## src/rtl/note_arranger_poly_pkg.sv

```systemverilog
// note_arranger_poly_pkg: shared state encodings, song word field positions and voice record.
package note_arranger_poly_pkg;
    typedef enum logic [2:0] {ASSIGN, LOAD, ADVANCE, PAUSE, LISTEN} state_e;
    localparam int REST_BIT   = 15;
    localparam int NOTE_MSB   = 14;
    localparam int NOTE_LSB   = 9;
    localparam int DUR_MSB    = 8;
    localparam int DUR_LSB    = 3;
    localparam int STEREO_MSB = 2;
    localparam int STEREO_LSB = 1;
    localparam logic [1:0] REST_STEREO = 2'b11;
    typedef struct packed {
        logic [5:0] note;
        logic [5:0] dur;
        logic [1:0] stereo;
    } voice_t;
    // A zero-length rest still lasts one beat.
    function automatic logic [5:0] rest_count(input logic [5:0] d);
        return (d == 6'd0) ? 6'd0 : d - 6'd1;
    endfunction
endpackage

```

## src/rtl/note_arranger_poly_voice_slot.sv

```systemverilog
// note_arranger_poly_voice_slot: one voice's note/duration/stereo fields plus its occupancy bit.
module note_arranger_poly_voice_slot
    import note_arranger_poly_pkg::*;
(
    input  logic   clk_i,
    input  logic   rst_ni,
    input  logic   wr_i,
    input  logic   set_full_i,
    input  logic   clr_full_i,
    input  voice_t data_i,
    output voice_t data_o,
    output logic   full_o
);
    voice_t data_q, data_d;
    logic   full_q, full_d;
    always_comb begin
        data_d = wr_i ? data_i : data_q;
        full_d = set_full_i ? 1'b1 : clr_full_i ? 1'b0 : full_q;
    end
    always_ff @(posedge clk_i or negedge rst_ni) begin
        if (!rst_ni) begin
            data_q <= '0;
            full_q <= 1'b0;
        end else begin
            data_q <= data_d;
            full_q <= full_d;
        end
    end
    assign data_o = data_q;
    assign full_o = full_q;
endmodule

```

## src/rtl/note_arranger_poly.sv

```systemverilog
// note_arranger_poly: assigns song words to NUM_VOICES note_player slots and gates
// advance_time for each rest, counted in beats.
module note_arranger_poly
    import note_arranger_poly_pkg::*;
#(
    parameter int NUM_VOICES    = 3,
    parameter bit STEAL_ON_FULL = 1'b0
) (
    input  logic                    clk_i,
    input  logic                    reset_ni,
    input  logic                    beat_i,
    input  logic [15:0]             note_to_load_i,
    input  logic                    load_new_note_i,
    input  logic                    play_enable_i,
    input  logic [NUM_VOICES-1:0]   voice_done_i,
    output logic [NUM_VOICES-1:0]   voice_load_o,
    output logic [6*NUM_VOICES-1:0] voice_note_o,
    output logic [6*NUM_VOICES-1:0] voice_duration_o,
    output logic [2*NUM_VOICES-1:0] voice_stereo_o,
    output logic [NUM_VOICES-1:0]   voices_full_o,
    output logic                    note_done_o,
    output logic                    advance_time_o,
    output logic                    overflow_o
);
    localparam int NV = NUM_VOICES;
    localparam int IW = (NV > 1) ? $clog2(NV) : 1;

    state_e        state_q;
    logic [5:0]    count_q;
    logic [NV-1:0] done_q, done_seen_q, voice_load_q;
    logic          note_done_q, overflow_q;
    logic [NV-1:0] full, wr, set_full, clr_full;
    logic          accept, is_rest, has_free, unused_bit;
    logic [IW-1:0] free_idx;
    voice_t        note_v, rest_v, wdata;
    voice_t        slot_q [NV];

    assign unused_bit = note_to_load_i[0];
    assign accept  = (state_q == ASSIGN) && load_new_note_i;
    assign is_rest = note_to_load_i[REST_BIT];
    assign note_v  = '{note:   note_to_load_i[NOTE_MSB:NOTE_LSB],
                       dur:    note_to_load_i[DUR_MSB:DUR_LSB],
                       stereo: note_to_load_i[STEREO_MSB:STEREO_LSB]};
    assign rest_v  = '{note: 6'd0, dur: note_to_load_i[DUR_MSB:DUR_LSB], stereo: REST_STEREO};

    always_comb begin
        has_free = 1'b0;
        free_idx = '0;
        for (int i = NV - 1; i >= 0; i--) begin
            if (!full[i]) begin
                has_free = 1'b1;
                free_idx = IW'(i);
            end
        end
    end

    // Rests fill every idle voice; a note takes the lowest free slot or, when stealing, the top one.
    always_comb begin
        wr       = '0;
        set_full = '0;
        wdata    = (accept && is_rest) ? rest_v : note_v;
        if (accept && is_rest) begin
            wr = ~full;
        end else if (accept && has_free) begin
            wr[free_idx]       = 1'b1;
            set_full[free_idx] = 1'b1;
        end else if (accept && STEAL_ON_FULL) begin
            wr[NV-1] = 1'b1;
        end
        clr_full = (state_q == LISTEN) ? (done_seen_q | done_q) : '0;
    end

    always_ff @(posedge clk_i or negedge reset_ni) begin
        if (!reset_ni) begin
            state_q      <= ASSIGN;
            count_q      <= 6'd0;
            done_q       <= '0;
            done_seen_q  <= '0;
            voice_load_q <= '0;
            note_done_q  <= 1'b0;
            overflow_q   <= 1'b0;
        end else begin
            done_q       <= voice_done_i;
            done_seen_q  <= (state_q == LISTEN) ? '0 : (done_seen_q | done_q);
            voice_load_q <= '0;
            note_done_q  <= 1'b0;
            case (state_q)
                ASSIGN: begin
                    if (accept && is_rest) begin
                        count_q      <= rest_count(note_to_load_i[DUR_MSB:DUR_LSB]);
                        voice_load_q <= '1;
                        state_q      <= LOAD;
                    end else if (accept) begin
                        note_done_q <= 1'b1;
                        if (!has_free && !STEAL_ON_FULL) overflow_q <= 1'b1;
                    end
                end
                LOAD: state_q <= ADVANCE;
                ADVANCE: begin
                    if (beat_i && count_q == 6'd0) begin
                        state_q     <= LISTEN;
                        note_done_q <= 1'b1;
                    end else if (!play_enable_i) begin
                        state_q <= PAUSE;
                    end else if (beat_i) begin
                        count_q <= count_q - 6'd1;
                    end
                end
                PAUSE:   state_q <= play_enable_i ? ADVANCE : PAUSE;
                LISTEN:  state_q <= ASSIGN;
                default: state_q <= ASSIGN;
            endcase
        end
    end

    genvar v;
    for (v = 0; v < NV; v++) begin : g_slot
        note_arranger_poly_voice_slot u_slot (
            .clk_i      (clk_i),
            .rst_ni     (reset_ni),
            .wr_i       (wr[v]),
            .set_full_i (set_full[v]),
            .clr_full_i (clr_full[v]),
            .data_i     (wdata),
            .data_o     (slot_q[v]),
            .full_o     (full[v])
        );
        assign voice_note_o[6*v +: 6]     = slot_q[v].note;
        assign voice_duration_o[6*v +: 6] = slot_q[v].dur;
        assign voice_stereo_o[2*v +: 2]   = slot_q[v].stereo;
    end

    // The final beat keeps advance_time high even if play_enable drops in that same cycle.
    assign advance_time_o = (state_q == ADVANCE) && (play_enable_i || (beat_i && count_q == 6'd0));
    assign voice_load_o   = voice_load_q;
    assign voices_full_o  = full;
    assign note_done_o    = note_done_q;
    assign overflow_o     = overflow_q;
endmodule
```

## config.mk

```make
export PLATFORM = sky130hd
export DESIGN_NAME = note_arranger_poly
export DESIGN_NICKNAME = d
export VERILOG_FILES = /design/src/rtl/note_arranger_poly_pkg.sv /design/src/rtl/note_arranger_poly_voice_slot.sv /design/src/rtl/note_arranger_poly.sv
export SDC_FILE = /design/constraint.sdc
export NUM_CORES = 1
export LEC_CHECK = 0
export ABC_AREA = 1
export CORE_ASPECT_RATIO = 2
export CORE_UTILIZATION = 23
export CTS_CLUSTER_SIZE = 28
export DETAILED_ROUTE_END_ITERATION = 10
export PLACE_DENSITY = 0.43
export SYNTH_ARGS = -nofsm -noshare
export SYNTH_HDL_FRONTEND = slang
export SYNTH_SLANG_ARGS = --single-unit
```

## constraint.sdc

```tcl
create_clock -name clk_i -period 2.5 [get_ports clk_i]
set_clock_uncertainty 0.1 [all_clocks]
set_input_delay 0.625 -clock clk_i [delete_from_list [all_inputs] [get_ports clk_i]]
set_output_delay 0.625 -clock clk_i [all_outputs]
set_load 0.1 [all_outputs]
```

After elaboration in Yosys (flattened, before gate mapping)
Index checks and enable logic that the tools add are counted.
{"block": "op_classes", "n_addsub": 2, "mul": 0, "div_mod_pow": 0, "n_lt_le_gt_ge": 2, "n_eq_ne": 9, "shifts": 0, "mux": 37, "bitwise_logic": 4, "reduce_logical": 17}
{"cell": "2-to-1 mux 3 bit", "count": 10}
{"cell": "2-to-1 mux 6 bit", "count": 5}
{"cell": "2-to-1 mux 1 bit", "count": 14}
{"cell": "2-to-1 mux 14 bit", "count": 1}
{"cell": "logical NOT 6 bit", "count": 2}
{"cell": "case mux 3 bit (4 select lines)", "count": 1}
{"cell": "case mux 6 bit (2 select lines)", "count": 1}
{"cell": "subtractor 6 x 1 -> 6 bit (second input constant)", "count": 2}
{"cell": "nonzero test 2 bit", "count": 4}
{"cell": "== test 3 x 2 -> 1 bit (second input constant)", "count": 2}
{"cell": "logical AND 1 bit", "count": 6}
{"cell": "2-to-1 mux 2 bit", "count": 3}
{"cell": "inequality test 2 bit (second input constant)", "count": 3}
{"cell": "AND reduction 5 bit", "count": 1}
{"cell": "AND reduction 4 bit", "count": 1}
{"cell": "== test 3 x 1 -> 1 bit (second input constant)", "count": 1}
{"cell": "== test 3 bit (second input constant)", "count": 1}
{"cell": "logical NOT 3 bit", "count": 1}
{"cell": "less-than comparator 2 x 3 -> 1 bit (second input constant)", "count": 1}
{"cell": "inequality test 3 bit (second input constant)", "count": 1}
{"cell": "NOT 3 bit", "count": 1}
{"cell": "bitwise OR 3 bit", "count": 1}
{"cell": "demux 1 bit (select 2 bit)", "count": 1}
{"cell": ">= comparator 2 x 1 -> 1 bit (second input constant)", "count": 1}
{"cell": "other kinds (5)", "count": 6}
{"block": "word_totals", "regBits": 65, "latch_bits": 0, "ramBits": 0, "mem_bits_ro": 0, "out_inout_bits": 51, "mem_count": 0}

Longest topological paths before layout
Gate-level depths: netlist of the first run.
{"block": "depth", "depth_word": 10, "ltp_mapped": 9, "depth_no_buf": 9}

By module
Synthesis of the first run repeated with hierarchy kept, for this count alone.
{"block": "unflattened", "cells_unflattened": 362, "area_unflattened_um2": 2916.5}
{"module": "note_arranger_poly_voice_slot", "instances": 3, "cells_each": 64, "area_each_um2": 570.5, "seq_area_each_um2": 375.4}
{"module": "note_arranger_poly", "instances": 1, "cells_each": 170, "area_each_um2": 1204.9, "seq_area_each_um2": 450.4}

Least setup slack after synthesis of the first run
Ideal clock, no wire load.
{"block": "synth_timing", "path_type": "register to output", "from": "register count_q[0]", "to": "output advance_time_o", "arrival_time_ns": 2.389, "required_time_ns": 1.775, "path_slack_ns": -0.614, "path_stages_with_launch": 7, "n_path_buf": 0, "cell_sequence": "dfrtp_1 > inv_1 > ha_1 > inv_1 > nor2_1 > nand3_1 > a21oi_1"}
{"block": "synth_via", "elab_chain_cells": 4}
{"item": "start, declared", "line_no": "note_arranger_poly.sv:29", "source": "logic [5:0] count_q;"}
{"item": "start signal, assigned", "line_no": "note_arranger_poly.sv:90", "source": "count_q <= rest_count(note_to_load_i[DUR_MSB:DUR_LSB]);"}
{"item": "start signal, assigned", "line_no": "note_arranger_poly.sv:106", "source": "count_q <= count_q - 6'd1;"}
{"item": "logical NOT 6 bit", "line_no": "note_arranger_poly.sv:134", "source": "assign advance_time_o = (state_q == ADVANCE) && (play_enable_i || (beat_i && count_q == 6'd0));"}
{"item": "logical AND 1 bit", "line_no": "note_arranger_poly.sv:134"}
{"item": "logical OR 1 bit", "line_no": "note_arranger_poly.sv:134"}
{"item": "logical AND 1 bit", "line_no": "note_arranger_poly.sv:134"}
{"item": "end, declared", "line_no": "note_arranger_poly.sv:22", "source": "output logic advance_time_o,"}
Every way passes these cells.

Worst setup path in the final report of the first run
Ends and elaborated chain as after synthesis.

==> out/results.tsv, run 1 <==
stage	metric	value	unit
layout	most frequent cells in the layout	nand2_1 (111), dfrtp_1 (63), buf_4 (56), inv_1 (42), o21ai_0 (25)	
layout	Post-Layout Cell Count	565	
detailed_routing	via count	2425	
critical_path	FF-to-FF Start	count_q[0]$_DFFE_PN0P_	
timing	highest clock rate	0.419	GHz
layout	layout cells sized above 1	0.211	
detailed_routing	post-detailed-route wirelength per cell	13.8	um
critical_path	Largest stage delay, worst path	0.40	ns
detailed_routing	Detail Route Antenna Nets	0	
yosys	post-synth top area share	0.552	
clocking	Root Driver	clkbuf_16	
die	die width	80.8	um
critical_path	Critical Path AT	1.66	ns
clocking	Hold Buf Count CTS	0	
detailed_routing	vias per std cell	4.29	
placed_design	DP Area	0.00365	mm2
detailed_routing	DRT iter0 DRCs	107	
placed_design	placed cells	550	
die	Starting Density	0.235	
yosys	Yosys top cell by area	dfrtp_1	
critical_path	CP Capture Type	primary output	
placed_design	DP HPWL	6.00	mm
timing	part of the cycle the worst path needs	0.955	
status	status	finished clean	
timing	final-report setup violation count	0	
clocking	H-tree Lvls	3	
run	Max-Cap Viols	0	
hold_path	HP Class	input pin to asynchronous set/reset pin	
timing	Max-slew headroom	0.644	
yosys	sequential area share after synthesis	0.552	
timing	Slew @ Worst Pin	0.534	ns
critical_path	CP cell instances	inv_2 -> ha_1 -> inv_1 -> nor2_2 -> nand3_2 -> a21oi_4 -> buf_12	
detailed_routing	Detailed Route WL	7.82	mm
yosys	Avg Inst Size Synth	8.57	um2
die	# rows	57	
layout	FILL cells	1285	
critical_path	CP max stage cell	dfrtp_1	
global_routing	number of global-route vias before repair	2456	
critical_path	CP required	1.77	ns
global_routing	GRT Total Usage	0.132	
layout	area delta synth->final	39.4	%
clocking	clk sinks	63	
critical_path	CP Launch Point	count_q[0]$_DFFE_PN0P_	
placed_design	Routability Congestion	0.797	
clocking	clk buf depth	2	
timing	min cycle time layout	2.39	ns
die	die area	0.0129	mm2
detailed_routing	DRC	0	
critical_path	CP max FO	6	
die	IO Pins	75	
yosys	Distinct cells, synth	28	
timing	Pins Over Slew Limit	0	
global_routing	pin count of the biggest net entering global routing	33	
timing	RSZ-0062 raised after global routing	no	
placed_design	port bufs	73	
global_routing	initial antenna violation count	0	
clocking	clock input transition at the sequential cells of the worst setup and hold paths	0.05	ns
detailed_routing	number of detailed-route iterations in the first pass	4	
yosys	synthesized area	0.00285	mm2
layout	antenna cells	0	
clocking	clock latency on the worst-skew pair	0.33	ns
global_routing	first-pass GRT wire length	12.6	mm
global_routing	total global routing overflow	0	
critical_path	WS Path Type	register to primary output	
layout	nets@finish	442	
critical_path	reg2reg path depth	10	
layout	final instance area	0.00398	mm2
critical_path	Startpoint Class	register	
die	core box area	0.0121	mm2
yosys	Synth Register Bits	63	
die	Die H	160	um
critical_path	R2R Setup Slk	0.65	ns
timing	Final Hold Fails	0	
clocking	setup bufs post-CTS	0	
yosys	Yosys warnings	0	
clocking	CTS tree	built	
yosys	Synth Net Count	361	
yosys	Synth area leaders	dfrtp_1 (55%), nand2_1 (15%), inv_1 (5.7%)	
layout	most common cell after layout, fill and taps aside	nand2_1	
critical_path	Reg-to-Reg End	count_q[2]$_DFFE_PN0P_	
yosys	Mapped Cells	333	
clocking	total CTS buffers	9	
[worst max path at each step]
stage          cells after the start        endpoint  slack (ns)
6_report                           7  advance_time_o        0.11
4_1_cts                            6  advance_time_o        0.01
3_3_place_gp                       6  advance_time_o      -0.009
2_1_floorplan                      6  advance_time_o        0.22
3_5_place_dp                       6  advance_time_o      -0.006
5_1_grt                            7  advance_time_o        0.02
[worst max-delay path, delay by kind of cell, from the launching register on]
family | cells | cell delay (ns)
simple gates | 2 | 0.25
fa+ha+maj | 1 | 0.17
flops | 1 | 0.40
buf+inv | 3 | 0.35
compound gates | 1 | 0.16
[Yosys cell counts]
master,n
nand2_1,111
dfrtp_1,63
inv_1,43
o21ai_0,25
nand3_1,23
nor2_1,14
o21ai_1,9
a21oi_1,8
buf_4,7
nand4_1,5
ha_1,4
nand2_4,3
nor2_4,2
o22ai_1,2
a21o_1,1
a21oi_4,1
buf_2,1
buf_6,1
clkbuf_1,1
clkinv_1,1
clkinv_2,1
nand3b_1,1
nor3_1,1
nor3_4,1
o211ai_2,1
o21ai_2,1
o21bai_1,1
xnor2_1,1
[cell type report]
type	count	area (um2)	share of cell area
multi-input combinational	215	1060	0.265
clock buffer	11	243	0.0610
clock inverter	4	70.1	0.0176
timing repair buffer	80	678	0.170
tap	147	184	0.0462
sequential	63	1580	0.396
inverter	45	170	0.0428
[metal layers]
layer | track usage | share of wire | routed length, um | up-vias
met1 | 0.142 | 0.39 | 3030 | 1147
met5 | 0 | 0 | 0 | -
met3 | 0.0218 | 0.035 | 274 | 11
met4 | 0.0657 | 0.022 | 175 | 0
li1 | - | - | - | 1217
met2 | 0.239 | 0.56 | 4340 | 50
[sequential cells by signal, summed over array words and instances, names as in the netlist]
register              flops
count_q                   6
done_q                    3
done_seen_q               3
g_slot.u_slot.data_o     42
g_slot.u_slot.full_o      3
note_done_o               1
overflow_o                1
state_q                   3
voice_load_o              1
[logic make-up after synthesis]
| family | share of synthesized area |
|---|---|
| xor+xnor | 0.00307 |
| buf+inv | 0.0850 |
| flops | 0.552 |
| fa+ha+maj | 0.0175 |
| simple gates | 0.246 |
| compound gates | 0.0965 |
[repair_timing]
action / 4_1_cts / 5_1_grt
setup endpoints to repair: 1 / 1
pin swaps: 1 / 3
gates resized for setup: 3 / 2
endpoints found under the hold margin: 0 / 0
[per-stage QoR]
stage	hold WS (ns)	setup slack (ns)	setup TNS (ns)	util
5_1_grt	0.208	0.0150	0	0.328
4_1_cts	0.188	0.0129	0	0.328
2_1_floorplan	0.229	0.220	0	-
3_5_place_dp	0.364	-0.00574	-0.00574	0.301
3_3_place_gp	0.370	-0.00887	-0.00887	0.301
6_report	0.173	0.114	0	0.328
Power of run 1 is not shown: default switching activity piles up to over one toggle a cycle in this logic, so the estimate is an artifact.
==> inputs of run 2 (changes only) <==
- CTS_BUF_LIST: unset -> sky130_fd_sc_hd__clkbuf_4
- SETUP_SLACK_MARGIN: unset -> 0.15
==> out/results.tsv, run 2 (synthesis results as in run 1) <==
stage	metric	value	unit	change
critical_path	crit-path leading delay family	flip-flops		
global_routing	GRT Total Usage	0.134		+0.00222
die	Die H	160	um	unchanged
timing	part of the cycle the worst path needs	0.935		-0.0200
status	status	finished clean		
timing	min cycle time layout	2.34	ns	-0.0500 ns
layout	nets@finish	453		+2.5%
clocking	H-tree Lvls	3		unchanged
global_routing	number of global-route vias before repair	2549		+3.8%
hold_path	HP Class	input pin to asynchronous set/reset pin		
global_routing	total global routing overflow	0		unchanged
detailed_routing	DRC	0		unchanged
die	die width	80.8	um	unchanged
die	die area	0.0129	mm2	unchanged
timing	worst setup margin	0.164	ns	+0.0500 ns
die	# rows	57		unchanged
critical_path	CP required	1.77	ns	about the same
detailed_routing	Detailed Route WL	8.03	mm	+2.7%
die	core box area	0.0121	mm2	unchanged
timing	Final Hold Fails	0		unchanged
critical_path	CP cell instances	inv_2 -> ha_4 -> inv_2 -> nor2_4 -> nand3_2 -> a21oi_4 -> buf_12		
critical_path	CP max FO	2		-4
critical_path	cell mode on critical path	inv_2		
clocking	clk sinks	63		unchanged
clocking	Root Driver	clkbuf_4		
detailed_routing	vias per std cell	4.31		+0.42%
placed_design	Setup WS pre-CTS	-0.00574	ns	unchanged
critical_path	CP Capture Type	primary output		
detailed_routing	post-detailed-route wirelength per cell	13.9	um	+0.59%
layout	max FFs per register	42		unchanged
layout	area delta synth->final	37.3	%	
layout	layout cells sized above 1	0.242		+0.0319
layout	most common cell after layout, fill and taps aside	nand2_1		
detailed_routing	Detail Route Antenna Nets	0		unchanged
clocking	CTS tree	built		
critical_path	number of buffers and inverters on the critical path	3		unchanged
placed_design	DP HPWL	6.00	mm	unchanged
placed_design	Routability Congestion	0.797		unchanged
die	Starting Density	0.235		unchanged
layout	most frequent cells in the layout	nand2_1 (110), buf_4 (67), dfrtp_1 (63), inv_1 (40), o21ai_0 (25)		
timing	highest clock rate	0.428	GHz	+2.1%
critical_path	Critical Path AT	1.61	ns	-0.05 ns
clocking	total CTS buffers	9		unchanged
layout	FILL cells	1303		+1.4%
timing	RSZ-0062 raised after global routing	yes		
run	Max-Cap Viols	0		unchanged
clocking	clock input transition at the sequential cells of the worst setup and hold paths	0.11	ns	+0.06 ns
global_routing	first-pass GRT wire length	12.9	mm	+2.3%
global_routing	initial antenna violation count	1		+1
detailed_routing	number of detailed-route iterations in the first pass	4		unchanged
die	IO Pins	75		unchanged
detailed_routing	DRT iter0 DRCs	137		+28%
timing	Pins Over Slew Limit	0		unchanged
clocking	clock latency on the worst-skew pair	0.40	ns	+0.07 ns
global_routing	pin count of the biggest net entering global routing	33		unchanged
clocking	clk buf depth	2		unchanged
placed_design	port bufs	73		unchanged
detailed_routing	via count	2487		+2.6%
timing	Slew @ Worst Pin	0.543	ns	+0.00930 ns
critical_path	R2R Setup Slk	0.73	ns	+0.08 ns
critical_path	CP max stage cell	dfrtp_1		
timing	Max-slew headroom	0.638		-0.00620
critical_path	Largest stage delay, worst path	0.41	ns	about the same
critical_path	WS Path Type	register to primary output		
timing	final-report setup violation count	0		unchanged
critical_path	Startpoint Class	register		
==> run 2: layer usage <==
metal,part of all wire,global-route usage
met3,0.041,0.0241
met5,0,0
met1,0.38,0.144
met4,0.028,0.0739
met2,0.55,0.238
==> run 2: per-stage QoR <==
stage | TNS, ns | instance area, um2 | instances | hold slack (ns) | util
global placement | -0.00887 | 3650 | 550 | 0.370 | 0.301
CTS | 0 | 3890 | 573 | 0.0651 | 0.321
floorplan | 0 | 2870 | 333 | 0.229 | -
global route | 0 | 3920 | 577 | 0.0841 | 0.323
detailed placement | -0.00574 | 3650 | 550 | 0.364 | 0.301
finish | 0 | 3920 | 577 | 0.0868 | 0.323
==> run 2: repair_timing <==
action | in CTS | in global routing
pin swaps | 5 | 3
resized for setup | 10 | 2
hold endpoints to repair | 0 | 0
hold buffers | 0 | 0
endpoints found under the setup margin | 1 | 1
buffers inserted | 8 | 3
gates cloned | 0 | 0
==> run 2: worst paths after layout <==
check / from / cells past startpoint / to
setup / recovery: count_q[1]$_DFFE_PN0P_ / 7 / advance_time_o
hold / removal: reset_ni / 1 / g_slot[2].u_slot.data_o[7]$_DFFE_PN0P_
setup reg to reg: count_q[0]$_DFFE_PN0P_ / 11 / count_q[2]$_DFFE_PN0P_
hold reg to reg: g_slot[1].u_slot.data_o[3]$_DFFE_PN0P_ / 2 / g_slot[1].u_slot.data_o[3]$_DFFE_PN0P_
max in group asynchronous: reset_ni / 2 / g_slot[2].u_slot.data_o[8]$_DFFE_PN0P_
min in group clk_i: g_slot[1].u_slot.data_o[3]$_DFFE_PN0P_ / 2 / g_slot[1].u_slot.data_o[3]$_DFFE_PN0P_
==> run 2: cell type report <==
cell class / instances / area, um2 / area share
multi-input combinational: 215 / 1080 / 0.275
sequential: 63 / 1580 / 0.402
clock inverter: 5 / 73.8 / 0.0188
clock buffer: 10 / 75.1 / 0.0192
antenna: 1 / 2.50 / 0.000639
tap: 147 / 184 / 0.0469
inverter: 45 / 170 / 0.0434
timing repair buffer: 91 / 757 / 0.193
Power of run 2 is left out for the same reason.
==> inputs of run 3 (changes only) <==
- PLACE_DENSITY: 0.43 -> unset
==> out/results.tsv, run 3 (synthesis results as in run 1) <==
stage	metric	value	unit	change
clocking	clock latency on the worst-skew pair	0.41	ns	about the same
timing	Pins Over Slew Limit	0		unchanged
die	Starting Density	0.235		unchanged
clocking	clock input transition at the sequential cells of the worst setup and hold paths	0.11	ns	about the same
timing	RSZ-0062 raised after global routing	yes		
hold_path	HP Class	input pin to asynchronous set/reset pin		
critical_path	number of buffers and inverters on the critical path	3		unchanged
critical_path	Startpoint Class	register		
detailed_routing	Detailed Route WL	7.45	mm	-7.3%
critical_path	crit-path leading delay family	flip-flops		
timing	Max-slew headroom	0.630		-0.00801
clocking	Hold Buf Count CTS	0		unchanged
die	Die H	160	um	unchanged
timing	part of the cycle the worst path needs	0.949		+0.0147
clocking	clk buf depth	2		unchanged
placed_design	DP HPWL	5.91	mm	-1.5%
critical_path	CP cell instances	inv_2 -> ha_4 -> inv_2 -> nor2_4 -> nand3_2 -> a21oi_4 -> buf_12		
clocking	H-tree Lvls	3		unchanged
critical_path	WS Path Type	register to primary output		
die	# rows	57		unchanged
die	core box area	0.0121	mm2	unchanged
clocking	CTS tree	built		
global_routing	initial antenna violation count	1		unchanged
timing	min cycle time layout	2.37	ns	+0.0367 ns
critical_path	cell mode on critical path	inv_2		
layout	nets@finish	448		-1.1%
die	die area	0.0129	mm2	unchanged
detailed_routing	via count	2485		-0.080%
status	status	finished clean		
critical_path	FF-to-FF Start	state_q[2]$_DFFE_PN0P_		
critical_path	Reg-to-Reg End	count_q[5]$_DFFE_PN0P_		
global_routing	first-pass GRT wire length	12.4	mm	-3.3%
global_routing	pin count of the biggest net entering global routing	26		-21%
layout	layout cells sized above 1	0.233		-0.00948
critical_path	CP Capture Type	primary output		
run	Max-Cap Viols	0		unchanged
layout	Multi-input gate area	0.00108	mm2	unchanged
timing	Setup TNS	0	ns	unchanged
layout	area delta synth->final	34.9	%	
clocking	total CTS buffers	9		unchanged
layout	most common cell after layout, fill and taps aside	nand2_1		
timing	final-report setup violation count	0		unchanged
layout	max FFs per register	42		unchanged
detailed_routing	Detail Route Antenna Nets	0		unchanged
timing	hold slack	0.0930	ns	+0.00620 ns
global_routing	GRT Total Usage	0.129		-0.00502
die	die width	80.8	um	unchanged
global_routing	total global routing overflow	0		unchanged
clocking	Root Driver	clkbuf_4		
critical_path	CP Launch Point	count_q[1]$_DFFE_PN0P_		
die	IO Pins	75		unchanged
timing	highest clock rate	0.421	GHz	-1.5%
detailed_routing	vias per std cell	4.34		+0.62%
placed_design	port bufs	73		unchanged
critical_path	R2R Setup Slk	0.81	ns	+0.08 ns
critical_path	CP required	1.77	ns	about the same
clocking	clk sinks	63		unchanged
critical_path	CP max stage cell	dfrtp_1		
critical_path	reg2reg path depth	7		-4
critical_path	CP max FO	2		unchanged
global_routing	number of global-route vias before repair	2535		-0.55%
detailed_routing	number of detailed-route iterations in the first pass	4		unchanged
layout	most frequent cells in the layout	nand2_1 (110), dfrtp_1 (63), buf_4 (61), inv_1 (40), o21ai_0 (25)		
placed_design	Routability Congestion	0.860		+8.0%
timing	Final Hold Fails	0		unchanged
layout	register area	0.00158	mm2	unchanged
timing	Slew @ Worst Pin	0.555	ns	+0.0120 ns
detailed_routing	post-detailed-route wirelength per cell	13.0	um	-6.6%
layout	FILL cells	1280		-1.8%
detailed_routing	DRC	0		unchanged
detailed_routing	DRT iter0 DRCs	128		-6.6%
critical_path	Largest stage delay, worst path	0.42	ns	about the same
critical_path	Critical Path AT	1.65	ns	+0.04 ns
[run 3: changes by cell type in the layout (fill, tap and decap cells not counted)]
cell | before | now
buf_12 | 2 | 3
buf_4 | 67 | 61
bufinv_16 | 2 | 0
clkbuf_4 | 10 | 9
clkinv_1 | 2 | 3
clkinvlp_4 | 0 | 3
[run 3: layout make-up]
| type | instances | area share |
|---|---|---|
| antenna | 1 | 0.000650 |
| clock buffer | 9 | 0.0175 |
| clock inverter | 7 | 0.0104 |
| inverter | 45 | 0.0442 |
| multi-input combinational | 215 | 0.280 |
| sequential | 63 | 0.409 |
| tap | 147 | 0.0478 |
| timing repair buffer | 86 | 0.190 |
[run 3: worst max path at each step]
stage                      to  slack (ns)  cells after the start
6_report       advance_time_o        0.13                      7
5_1_grt        advance_time_o        0.03                      7
4_1_cts        advance_time_o        0.05                      7
3_5_place_dp   advance_time_o       -0.02                      6
3_3_place_gp   advance_time_o       -0.02                      6
2_1_floorplan  advance_time_o        0.22                      6
[run 3: metal layers]
layer | global-route usage | share of wire
met5 | 0 | 0
met4 | 0.101 | 0.055
met3 | 0.0246 | 0.051
met2 | 0.222 | 0.53
met1 | 0.132 | 0.37
[run 3: metrics by stage]
stage / setup slack, ns / utilization / cells / area (um2)
6_report: 0.127 / 0.318 / 573 / 3850
5_1_grt: 0.0287 / 0.318 / 573 / 3850
4_1_cts: 0.0473 / 0.317 / 572 / 3840
3_5_place_dp: -0.0215 / 0.303 / 551 / 3670
3_3_place_gp: -0.0177 / 0.303 / 551 / 3670
2_1_floorplan: 0.220 / - / 333 / 2870
[run 3: timing repair]
item,CTS,global route
resized for setup,10,2
endpoints found under the setup margin,1,1
pin swaps,4,4
gates cloned,0,0
buffers inserted,5,0
Power of run 3 is left out for the same reason.
